--- src/rtl/ex_div_unit.sv ---
// Multi-cycle RV32M divide unit (DIV/DIVU/REM/REMU) for the execute stage.
// Runs a radix-2 restoring division over XLEN iterations on operand magnitudes
// and fixes the sign at the end. The RV32M special cases (divide by zero and
// signed overflow) are resolved when the operation is accepted, so they
// complete one cycle after acceptance.
//
// state | meaning
// IDLE  | no operation in flight; a new one can be accepted
// CALC  | one restoring step per clock; pipeline stalled
// DONE  | result presented on the write port for one cycle; can accept again
module ex_div_unit #(
   parameter int XLEN  = 32,
   parameter int CNT_W = 5
) (
   input  logic            sys_clk,
   input  logic            sys_rst_n,
   input  logic            div_start,
   input  logic [1:0]      div_op,
   input  logic [XLEN-1:0] div_dividend,
   input  logic [XLEN-1:0] div_divisor,
   input  logic [4:0]      div_rd,
   input  logic            flush,
   output logic            div_busy,
   output logic            div_stall_req,
   output logic [4:0]      reg_waddr,
   output logic [XLEN-1:0] reg_wdata,
   output logic            reg_wen
);

   typedef enum logic [1:0] {
      ST_IDLE = 2'd0,
      ST_CALC = 2'd1,
      ST_DONE = 2'd2
   } state_t;

   state_t          state_q, state_d;
   logic [CNT_W-1:0] cnt_q, cnt_d;
   logic            op_rem_q, op_rem_d;
   logic [4:0]      rd_q, rd_d;
   logic [XLEN-1:0] quot_q, quot_d;
   logic [XLEN:0]   rem_q, rem_d;
   logic [XLEN-1:0] dvs_q, dvs_d;
   logic            q_neg_q, q_neg_d;
   logic            r_neg_q, r_neg_d;

   logic            is_signed;
   logic            a_neg;
   logic            b_neg;
   logic [XLEN-1:0] a_abs;
   logic [XLEN-1:0] b_abs;
   logic            div_by_zero;
   logic            sgn_ovf;
   logic            special;
   logic            accept;
   logic [XLEN:0]   rem_sh;
   logic [XLEN+1:0] trial;
   logic [XLEN-1:0] q_res;
   logic [XLEN-1:0] r_res;
   logic [XLEN-1:0] result;

   // Operand conditioning and special-case detection on the incoming request.
   always_comb begin
      is_signed   = ~div_op[0];
      a_neg       = is_signed & div_dividend[XLEN-1];
      b_neg       = is_signed & div_divisor[XLEN-1];
      a_abs       = a_neg ? (~div_dividend + 1'b1) : div_dividend;
      b_abs       = b_neg ? (~div_divisor + 1'b1) : div_divisor;
      div_by_zero = (div_divisor == '0);
      sgn_ovf     = is_signed
                    & (div_dividend == {1'b1, {(XLEN-1){1'b0}}})
                    & (div_divisor == {XLEN{1'b1}});
      special     = div_by_zero | sgn_ovf;
      accept      = div_start & ~flush & (state_q != ST_CALC);
   end

   // One restoring step and the sign-corrected final result.
   always_comb begin
      rem_sh = {rem_q[XLEN-1:0], quot_q[XLEN-1]};
      trial  = {1'b0, rem_sh} - {2'b00, dvs_q};
      q_res  = q_neg_q ? (~quot_q + 1'b1) : quot_q;
      r_res  = r_neg_q ? (~rem_q[XLEN-1:0] + 1'b1) : rem_q[XLEN-1:0];
      result = op_rem_q ? r_res : q_res;
   end

   // Next-state and datapath register updates.
   always_comb begin
      state_d  = state_q;
      cnt_d    = cnt_q;
      op_rem_d = op_rem_q;
      rd_d     = rd_q;
      quot_d   = quot_q;
      rem_d    = rem_q;
      dvs_d    = dvs_q;
      q_neg_d  = q_neg_q;
      r_neg_d  = r_neg_q;
      case (state_q)
         ST_CALC: begin
            if (flush) begin
               state_d = ST_IDLE;
               cnt_d   = '0;
            end else begin
               if (!trial[XLEN+1]) begin
                  rem_d  = trial[XLEN:0];
                  quot_d = {quot_q[XLEN-2:0], 1'b1};
               end else begin
                  rem_d  = rem_sh;
                  quot_d = {quot_q[XLEN-2:0], 1'b0};
               end
               if (cnt_q == CNT_W'(XLEN-1)) begin
                  state_d = ST_DONE;
                  cnt_d   = '0;
               end else begin
                  cnt_d = cnt_q + 1'b1;
               end
            end
         end
         default: begin
            state_d = ST_IDLE;
            if (accept) begin
               op_rem_d = div_op[1];
               rd_d     = div_rd;
               cnt_d    = '0;
               if (div_by_zero) begin
                  // Quotient all ones, remainder is the raw dividend; no sign fix.
                  quot_d  = {XLEN{1'b1}};
                  rem_d   = {1'b0, div_dividend};
                  dvs_d   = '0;
                  q_neg_d = 1'b0;
                  r_neg_d = 1'b0;
                  state_d = ST_DONE;
               end else if (sgn_ovf) begin
                  quot_d  = {1'b1, {(XLEN-1){1'b0}}};
                  rem_d   = '0;
                  dvs_d   = '0;
                  q_neg_d = 1'b0;
                  r_neg_d = 1'b0;
                  state_d = ST_DONE;
               end else begin
                  quot_d  = a_abs;
                  rem_d   = '0;
                  dvs_d   = b_abs;
                  q_neg_d = a_neg ^ b_neg;
                  r_neg_d = a_neg;
                  state_d = ST_CALC;
               end
            end
         end
      endcase
   end

   // State and datapath registers.
   always_ff @(posedge sys_clk or negedge sys_rst_n) begin
      if (!sys_rst_n) begin
         state_q  <= ST_IDLE;
         cnt_q    <= '0;
         op_rem_q <= 1'b0;
         rd_q     <= '0;
         quot_q   <= '0;
         rem_q    <= '0;
         dvs_q    <= '0;
         q_neg_q  <= 1'b0;
         r_neg_q  <= 1'b0;
      end else begin
         state_q  <= state_d;
         cnt_q    <= cnt_d;
         op_rem_q <= op_rem_d;
         rd_q     <= rd_d;
         quot_q   <= quot_d;
         rem_q    <= rem_d;
         dvs_q    <= dvs_d;
         q_neg_q  <= q_neg_d;
         r_neg_q  <= r_neg_d;
      end
   end

   // Stall, busy and register-file write port; the write port is idle outside DONE.
   always_comb begin
      div_busy      = 1'b0;
      div_stall_req = 1'b0;
      reg_waddr     = '0;
      reg_wdata     = '0;
      reg_wen       = 1'b0;
      if (state_q == ST_CALC) begin
         div_busy      = 1'b1;
         div_stall_req = 1'b1;
      end else begin
         div_stall_req = div_start & ~special;
      end
      if (state_q == ST_DONE) begin
         reg_waddr = rd_q;
         reg_wdata = result;
         reg_wen   = (rd_q != 5'd0) & ~flush;
      end
   end

endmodule

--- config.mk ---
export PLATFORM = sky130hd
export DESIGN_NAME = ex_div_unit
export DESIGN_NICKNAME = d
export VERILOG_FILES = /design/src/rtl/ex_div_unit.sv
export SDC_FILE = /design/constraint.sdc
export NUM_CORES = 1
export LEC_CHECK = 0
export ABC_AREA = 0
export BUFFER_PORTS_ARGS = -buffer_cell sky130_fd_sc_hd__buf_2
export CORE_MARGIN = 2
export CORE_UTILIZATION = 37
export DETAILED_ROUTE_END_ITERATION = 16
export RECOVER_POWER = 50
export SLEW_MARGIN = 20
export SYNTH_ARGS = -nofsm -noshare
export SYNTH_HDL_FRONTEND = slang
export SYNTH_SLANG_ARGS = --single-unit
--- constraint.sdc ---
create_clock -name sys_clk -period 3.9 [get_ports sys_clk]
set_input_delay 0.195 -clock sys_clk [delete_from_list [all_inputs] [get_ports sys_clk]]
set_output_delay 0.195 -clock sys_clk [all_outputs]
set_load 0.05 [all_outputs]
==> flow_summary.toml, run 1 <==
[logic_synthesis]
synth_commonest_cells = "150 x nand2_1, 126 x nor2_1, 122 x o21ai_0, 111 x a21oi_1, 111 x dfrtp_1"
syn_area_um2 = 10100
synth-seq-cells = 111
ys_seq_area_share_pct = 27.5
dominantRegCellSynth = "dfrtp_1"
synthMostInstantiatedCell = "nand2_1"
yosysWarnings = 0
avgSynthCellArea_um2 = 7.58
syn_inst = 1332
netlist.top_cell.by_area = "dfrtp_1"
synthArstFlopShare_pct = 100
ys_types = 64
synth-edff-count = 0
syn_nets = 1447
ys_top_cells_by_area = "dfrtp_1 28%, xnor2_1 6.9%, o21ai_0 6.0%"
netlist.area_leader.share_pct = 27.5

[setup_path]
critPathMaxStageDelay_ns = 0.47
worstSetupEndpoint = "reg_wdata[31]"
r2r_end = "rem_q[26]$_DFFE_PN0P_"
crit_required_ns = 3.70
cp-startpoint = "rem_q[5]$_DFFE_PN0P_"
worstPathMaxFanout = 5
cpMaxStageDelayCell = "dfrtp_1"
rrSetupSlack_ns = 0.60
path_class = "flop to output pin"
reg2reg_depth = 12
reg2reg_from = "quot_q[31]$_DFFE_PN0P_"
startpoint_type = "flop"
arrival_ns = 3.47
crit_chain = "nor4_4 > nand3_1 > or2_1 > or3_4 > or4_4 > o31ai_1 > xor2_1 > a211oi_1 > buf_2"
critPathCaptureType = "output pin"

[pwr]
p_leak_nw = 4.68
power_density_nw_per_um2 = 531
ir_worst_vdd_uv = 257

[finish]
antenna_cells = 0
drive_gt1_share_pct = 12.9
syn_to_final_growth_pct = 12.1
final_util_pct = 42.1
nets = 1512

[clock_tree]
cts-buffers-inserted = 9
clk_path_buf_depth = 2
clock_sinks = 111
root_buffer = "clkbuf_16"
worstSkewPairLatency_ns = 0.37
postCtsSetupRepairBufs = 0
cts.clk_slew.worst_paths_ns = 0.08
htreeDepth = 3
cts_tree = "built"

[grt]
overflow = 0
grt_pass1_wl_um = 51400
grt_max_degree = 69
antenna_found_initial = 0
grt_pass1_vias = 9245
grtUsageTotal_pct = 22.6

[die]
core-area_um2 = 26900
initial_core_util_pct = 37.6
die-width_um = 169
dieArea_um2 = 28600
num_io_pins = 115
fp.dieH_um = 169
rows = 60

[placement]
dp_hpwl_um = 25000
io_buffers = 114
dp_slack_ns = 0.570
place_congestion = 0.886

[routing]
drc = 0
routed_wl_um = 32200
drt_first_pass_iters = 5
drtIter0Drc = 831
avgRoutedWirePerCell_um = 18.4
drt.antenna.violating_nets = 0
vias_per_cell = 5.71
route.vias.total = 9951

[timing]
max_freq_ghz = 0.273
slew_viol_final = 41
rsz0062_at_grt = "no"
finalCritPeriodShare_pct = 93.9
worst_slack_ns = 0.239
clock_skew_ns = 0.00925
max_slew_margin_pct = -54.6
tightestPinTransition_ns = 2.32
finalHoldViolCount = 0
setup_tns_ns = 0
min_period_ns = 3.66
hold-worst-slack_ns = 0.0532
setup-violations-final = 0

[min_path]
hold_path_class = "input port to flop"

[status]
violations = "max-capacitance violations, max-slew violations"
outcome = "finished, violations left"

[job]
drv_cap = 1
[placed cells by master, fill, tap and decap left out, types with 10 or more instances in the layout]
| cell type | instances |
|---|---|
| nand2_1 | 150 |
| nor2_1 | 124 |
| o21ai_0 | 122 |
| a21oi_1 | 111 |
| dfrtp_1 | 110 |
| buf_2 | 107 |
| xnor2_1 | 80 |
| xor2_1 | 62 |
| inv_1 | 51 |
| ha_1 | 39 |
| a211oi_1 | 33 |
| o31ai_1 | 29 |
| a21o_1 | 24 |
| nand4_1 | 23 |
| nor3_1 | 21 |
| nand3_1 | 21 |
| buf_4 | 21 |
| o211ai_1 | 20 |
| a221oi_1 | 17 |
| nand2b_1 | 13 |
| o41ai_1 | 13 |
| a22oi_1 | 13 |
| and2_1 | 12 |
| or3_1 | 11 |
| nor4_1 | 11 |
| a31oi_1 | 11 |
| or4_1 | 10 |
[sequential cells by signal, summed over array words and instances, names as in the netlist]
name,count
cnt_q,5
dvs_q,32
op_rem_q,1
q_neg_q,1
quot_q,32
r_neg_q,1
rd_q,5
rem_q,32
state_q,2
[final cells by class]
cell class | instances | area (µm²)
Sequential cell | 111 | 2780
Clock inverter | 4 | 70.1
Fill cell | 2803 | 15600
Inverter | 51 | 191
Multi-Input combinational cell | 1084 | 6840
Clock buffer | 12 | 246
Timing Repair Buffer | 140 | 764
Tap cell | 341 | 427
[worst max-delay path, delay by kind of cell, from the launching register on]
family	cells	cell delay [ns]
AOI/OAI and AO/OA	2	0.52
xor gates and xnor gates	1	0.12
buffers and inverters	1	0.31
DFF	1	0.47
and+or+nand+nor	5	1.68
[timing repair]
action / 4_1_cts / 5_1_grt
gates resized for setup: 0 / 2
setup endpoints to repair: 0 / 2
hold endpoints to repair: 38 / 0
hold buffers: 1 / 0
[report_power, final]
group | switching (W) | leakage, nW | total, W | internal [W]
logic | 0.00185 | 3.15 | 0.00313 | 0.00127
clock network | 0.000448 | 0.157 | 0.00103 | 0.000580
registers | 0.000456 | 1.37 | 0.00186 | 0.00140
[how the worst min path moves through the flow]
stage,start,to,slack [ns],cells after the start
floorplan,sys_rst_n,cnt_q[0]$_DFFE_PN0P_,-0.10,0
global placement,sys_rst_n,quot_q[7]$_DFFE_PN0P_,0.22,1
detailed placement,sys_rst_n,quot_q[6]$_DFFE_PN0P_,0.22,1
CTS,div_rd[3],rd_q[3]$_DFFE_PN0P_,0.04,2
global route,div_rd[2],rd_q[2]$_DFFE_PN0P_,0.05,2
finish,div_rd[3],rd_q[3]$_DFFE_PN0P_,0.05,2
[logic make-up after synthesis]
| group | count (synthesis) | synth area share [%] |
|---|---|---|
| AO/OA/AOI/OAI | 451 | 28.2 |
| XOR/XNOR | 142 | 12.3 |
| adder cells (fa/ha/maj) | 40 | 5.03 |
| buffers and inverters | 137 | 5.17 |
| flip-flops | 111 | 27.5 |
| multiplexers | 11 | 1.18 |
| AND/OR/NAND/NOR | 440 | 20.6 |
[per-layer routing]
layer / share of wire (%) / vias to the layer above / track usage [%]
li1: - / 4947 / -
met1: 48 / 4673 / 34.0
met2: 44 / 305 / 34.6
met3: 5.9 / 26 / 2.17
met4: 1.7 / 0 / 5.61
met5: 0 / - / 0
[through the flow]
stage               cell area (µm²)  cells  power [W]
global route                  11300   1743    0.00649
floorplan                     10100   1332    0.00405
CTS                           11300   1743    0.00598
finish                        11300   1743    0.00602
global placement              11000   1726    0.00491
detailed placement            11000   1726    0.00493
No activity file was read; power rests on OpenSTA's default activity.
==> run 2, diff against run 1 <==
Settings changed: ABC_AREA 0 to 1.
==> run 2 against run 1 <==
Net effect:
- the flow still finishes with violations (max-capacitance violations, max-slew violations)
- combinational power up 46%
- clock power about the same
- final cell count up 53%
- sequential share of layout area down 4.1 points
- utilization down 1.2 points
- register-to-register slack worse by 0.14 ns
- cell area up 20%
- die area up 22%
==> flow_summary.toml, run 2 <==
[routing]
drc = 0
drt.antenna.violating_nets = 0
avgRoutedWirePerCell_um = 18.1
drtIter0Drc = 1344
drt_first_pass_iters = 5
vias_per_cell = 5.27
route.vias.total = 14100
routed_wl_um = 48500

[clock_tree]
worstSkewPairLatency_ns = 0.38
cts-buffers-inserted = 9
htreeDepth = 3
ctsResizeCount = 0
clk_path_buf_depth = 2
clock_sinks = 111
root_buffer = "clkbuf_16"
cts.clk_slew.worst_paths_ns = 0.09
cts_tree = "built"

[setup_path]
r2r_end = "dvs_q[1]$_DFFE_PN0P_"
reg2reg_from = "state_q[1]$_DFFE_PN0P_"
crit_required_ns = 3.70
crit_chain = "clkinv_1 > nor2_1 > a21oi_1 > a311oi_1 > buf_2"
worstPathMaxFanout = 26
cpMaxStageDelayCell = "dfrtp_1"
critPathMaxStageDelay_ns = 0.93
worst-path-stages = 5
path_class = "flop to output pin"
critPathCaptureType = "output pin"
worst-path-buf-inv = 2
rrSetupSlack_ns = 0.46
arrival_ns = 3.34
reg2reg_depth = 6
startpoint_type = "flop"
crit_family = "buffers and inverters"

[logic_synthesis]
dominantRegCellSynth = "dfrtp_1"
ys_types = 51
netlist.area_leader.share_pct = 22.4
syn_nets = 2263
ys_seq_area_share_pct = 22.4
synth_commonest_cells = "579 x nand2_1, 327 x inv_1, 316 x nor2_1, 167 x nand3_1, 112 x a21oi_1"
netlist.top_cell.by_area = "dfrtp_1"
syn_area_um2 = 12400
synth-seq-cells = 111
synthArstFlopShare_pct = 100
syn_inst = 2148
avgSynthCellArea_um2 = 5.78
synthMostInstantiatedCell = "nand2_1"
ys_top_cells_by_area = "dfrtp_1 22%, nand2_1 18%, inv_1 9.9%"
synth-edff-count = 0
yosysWarnings = 0

[placement]
dp_hpwl_um = 39400
dp.cells = 2656
io_buffers = 114
place_congestion = 0.981

[min_path]
hold_path_class = "input port to flop"
min-delay-start = "div_rd[2]"
min_path_cells = 3
min_to = "rd_q[2]$_DFFE_PN0P_"

[timing]
slew_viol_final = 151
max_freq_ghz = 0.283
min_period_ns = 3.54
setup_tns_ns = 0
max_slew_margin_pct = -16.4
setup-violations-final = 0
finalHoldViolCount = 0
clock_skew_ns = 0.0171
tightestPinTransition_ns = 1.75
rsz0062_at_grt = "no"
finalCritPeriodShare_pct = 90.7

[finish]
mostFrequentLayoutCells = "579 x nand2_1, 330 x inv_1, 317 x nor2_1, 167 x nand3_1"
reg.largest.list = "dvs_q x32, quot_q x32, rem_q x32"
nets = 2335
layout.cells.non_filler = 2673
drive_gt1_share_pct = 9.44
antenna_cells = 0
fillers = 3765
final_common_cell = "nand2_1"
syn_to_final_growth_pct = 9.60

[grt]
grt_max_degree = 85
grt_pass1_wl_um = 75000
grt_pass1_vias = 12900
grtUsageTotal_pct = 27.5
overflow = 0
antenna_found_initial = 0

[die]
rows = 67
dieArea_um2 = 35000
fp.dieH_um = 187
core-area_um2 = 33300
num_io_pins = 115
initial_core_util_pct = 37.3
die-width_um = 187

[pwr]
power_density_nw_per_um2 = 546
p_leak_nw = 7.23
ir_worst_vdd_uv = 228

[status]
violations = "max-capacitance violations, max-slew violations"
outcome = "finished, violations left"

[job]
drv_cap = 2
-- run 2: cell families after synthesis --
family	count (synthesis)	share of synthesized area, %
AND/OR/NAND/NOR	1232	43.1
buffers and inverters	411	13.2
AO/OA/AOI/OAI	287	12.5
flip-flops	111	22.4
XOR/XNOR	67	4.73
adder cells (fa/ha/maj)	40	4.09
-- run 2: per-layer routing --
metal	up-vias	routed length [µm]	GRT usage [%]
met4	0	1920	11.2
met2	504	21400	43.4
met5	-	0	0
met3	78	2950	2.51
met1	6534	22100	38.6
li1	6978	-	-
-- run 2: how the worst max path moves through the flow --
stage	start	end	slack, ns
after CTS	r_neg_q$_DFFE_PN0P_	reg_wdata[4]	0.39
after global routing	state_q[1]$_DFFE_PN0P_	q_neg_q$_DFFE_PN0P_	0.24
after detailed placement	r_neg_q$_DFFE_PN0P_	reg_wdata[4]	0.80
after floorplan	quot_q[1]$_DFFE_PN0P_	reg_wdata[6]	1.31
after global placement	r_neg_q$_DFFE_PN0P_	reg_wdata[4]	0.72
final	r_neg_q$_DFFE_PN0P_	reg_wdata[2]	0.36
-- run 2: report_power, final --
part | leakage [nW] | switching, W | internal [W]
registers | 1.36 | 0.000411 | 0.00145
logic | 5.72 | 0.00318 | 0.00138
clock network | 0.148 | 0.000475 | 0.000524
total | 7.23 | 0.00407 | 0.00336
-- run 2: worst min-delay path, cell delays in order --
cell     delay [ns]
buf_2          0.07
nand2_1        0.04
o21ai_0        0.05
-- run 2: area by class of cell --
cell class / count / area (µm²) / share of cell area [%]
multi-input combinational: 1626 / 7990 / 58.7
clock inverter: 5 / 66.3 / 0.487
tap: 448 / 561 / 4.12
clock buffer: 11 / 243 / 1.78
timing repair buffer: 133 / 696 / 5.11
sequential: 111 / 2780 / 20.4
inverter: 339 / 1270 / 9.35
-- run 2: repair_timing --
action	4_1_cts	5_1_grt
hold buffers	1	0
hold endpoints to repair	63	0
buffers inserted	0	0
-- run 2: metrics by stage --
stage / worst slack (ns) / hold slack (ns) / area [µm²] / utilization (%) / power, W
2_1_floorplan: 1.31 / -0.101 / 12400 / - / 0.00499
3_3_place_gp: 0.719 / 0.364 / 13300 / 40.0 / 0.00636
3_5_place_dp: 0.803 / 0.355 / 13300 / 40.0 / 0.00635
4_1_cts: 0.394 / 0.0101 / 13600 / 41.0 / 0.00736
5_1_grt: 0.240 / 0.0225 / 13600 / 40.9 / 0.00808
6_report: 0.364 / 0.0144 / 13600 / 40.9 / 0.00743
==> run 3, diff against run 2 <==
Settings changed: BUFFER_PORTS_ARGS -buffer_cell sky130_fd_sc_hd__buf_2 to not set, DONT_BUFFER_PORTS set to 1.
==> run 3 against run 2 <==
Net effect:
- the flow now finishes without violations
- sequential power about the same
- fmax up 7.6%
- global-route usage down 0.066 points
- hold slack better by 0.0050 ns
- final cell count down 3.1%
- critical path depth up 5
- critical endpoint is now reg_wdata[28]
- largest cell class unchanged
- largest power group unchanged
==> flow_summary.toml, run 3 (same netlist as run 2, synthesis figures left out) <==
[finish]
antenna_cells = 0
fillers = 3725
drive_gt1_share_pct = 6.44
reg.largest.list = "dvs_q x32, quot_q x32, rem_q x32"
layout.area.seq_um2 = 2780
multi_input_area_um2 = 8030
mostFrequentLayoutCells = "579 x nand2_1, 329 x inv_1, 317 x nor2_1, 167 x nand3_1, 113 x a21oi_1"
nets = 2253
final_common_cell = "nand2_1"
syn_to_final_growth_pct = 7.65

[clock_tree]
cts_tree = "built"
clock_sinks = 111
root_buffer = "clkbuf_16"
cts.clk_slew.worst_paths_ns = 0.08
cts_hold_buffers = 9
cts-buffers-inserted = 9
ctsResizeCount = 0
htreeDepth = 3
clk_path_buf_depth = 2
worstSkewPairLatency_ns = 0.38
postCtsSetupRepairBufs = 0

[die]
fp.dieH_um = 187
die-width_um = 187
initial_core_util_pct = 37.3
core-area_um2 = 33300
num_io_pins = 115
dieArea_um2 = 35000
rows = 67

[min_path]
min_path_cells = 3
min-delay-start = "flush"
hold_path_class = "input port to flop"
min_to = "state_q[1]$_DFFE_PN0P_"

[routing]
drtIter0Drc = 1228
dr_wl_met3_um = 2880
route.vias.total = 13900
avgRoutedWirePerCell_um = 18.8
m1WireLength_um = 21800
top_layer_used = "met4"
drc = 0
met2WireLength_um = 22300
vias_per_cell = 5.37
drt_first_pass_iters = 5
drt.antenna.violating_nets = 0
routed_wl_um = 48700

[placement]
dp_slack_ns = 1.02
io_buffers = 0
place_congestion = 1.04
dp_hpwl_um = 38900

[setup_path]
crit_required_ns = 3.70
reg2reg_depth = 11
rrSetupSlack_ns = 0.95
reg2reg_from = "rem_q[21]$_DFFE_PN0P_"
path_class = "flop to output pin"
startpoint_type = "flop"
r2r_end = "rem_q[18]$_DFFE_PN0P_"
worstPathMaxFanout = 5
critPathCaptureType = "output pin"
arrival_ns = 3.09

[pwr]
p_leak_nw = 6.93
ir_worst_vdd_uv = 260
power_density_nw_per_um2 = 554

[timing]
finalHoldViolCount = 0
finalCritPeriodShare_pct = 84.3
rsz0062_at_grt = "no"
max_slew_margin_pct = 25.3
clock_skew_ns = 0.00936
min_period_ns = 3.29
slew_viol_final = 0
setup-violations-final = 0
max_freq_ghz = 0.304
setup_tns_ns = 0
worst_slack_ns = 0.614
tightestPinTransition_ns = 1.12

[status]
outcome = "completed"

[grt]
grtUsageTotal_pct = 27.4
grt_max_degree = 112
grt_pass1_vias = 12900
overflow = 0
grt_pass1_wl_um = 74500
antenna_found_initial = 0

[job]
drv_cap = 0
run 3: final cells by class:
cell class                      count  share of cell area (%)
Clock inverter                      5                   0.487
Clock buffer                       10                    1.79
Timing Repair Buffer               51                    3.16
Multi-Input combinational cell   1626                    60.1
Tap cell                          448                    4.19
Sequential cell                   111                    20.8
Inverter                          339                    9.52
run 3: metrics by stage:
stage | area, µm² | util, % | total power, W | hold WS [ns] | instances
2_1_floorplan | 12400 | - | 0.00499 | -0.101 | 2148
3_3_place_gp | 13000 | 39.0 | 0.00629 | -0.0898 | 2566
3_5_place_dp | 13000 | 39.0 | 0.00630 | -0.0907 | 2566
4_1_cts | 13400 | 40.3 | 0.00736 | 0.00826 | 2590
5_1_grt | 13400 | 40.2 | 0.00803 | 0.0297 | 2590
6_report | 13400 | 40.2 | 0.00741 | 0.0194 | 2590
run 3: critical path: stages, from the launching register on:
cell,delay [ns]
dfrtp_1,0.48
inv_1,0.14
ha_1,0.22
nand3_1,0.15
nor3_1,0.66
nand3_1,0.17
nor2_1,0.15
o21ai_0,0.15
a21oi_1,0.29
nor2_1,0.10
buf_4,0.20
run 3: report_power, final:
group | internal [W] | switching [W]
registers | 0.00145 | 0.000431
clock network | 0.000521 | 0.000490
logic | 0.00138 | 0.00314
run 3: layer usage:
layer  global-route usage (%)  vias up
met5                        0        -
met4                     9.68        0
met3                     3.23       85
met2                     45.0      521
met1                     37.2     6508
li1                         -     6805
run 3: worst max path at each step:
stage                          start                    end  slack [ns]
2_1_floorplan  quot_q[1]$_DFFE_PN0P_           reg_wdata[6]        1.31
3_3_place_gp    rem_q[0]$_DFFE_PN0P_          reg_wdata[28]        0.96
3_5_place_dp   rem_q[21]$_DFFE_PN0P_  rem_q[17]$_DFFE_PN0P_        1.02
4_1_cts         rem_q[0]$_DFFE_PN0P_          reg_wdata[28]        0.69
5_1_grt         rem_q[0]$_DFFE_PN0P_          reg_wdata[28]        0.45
6_report        rem_q[0]$_DFFE_PN0P_          reg_wdata[28]        0.61
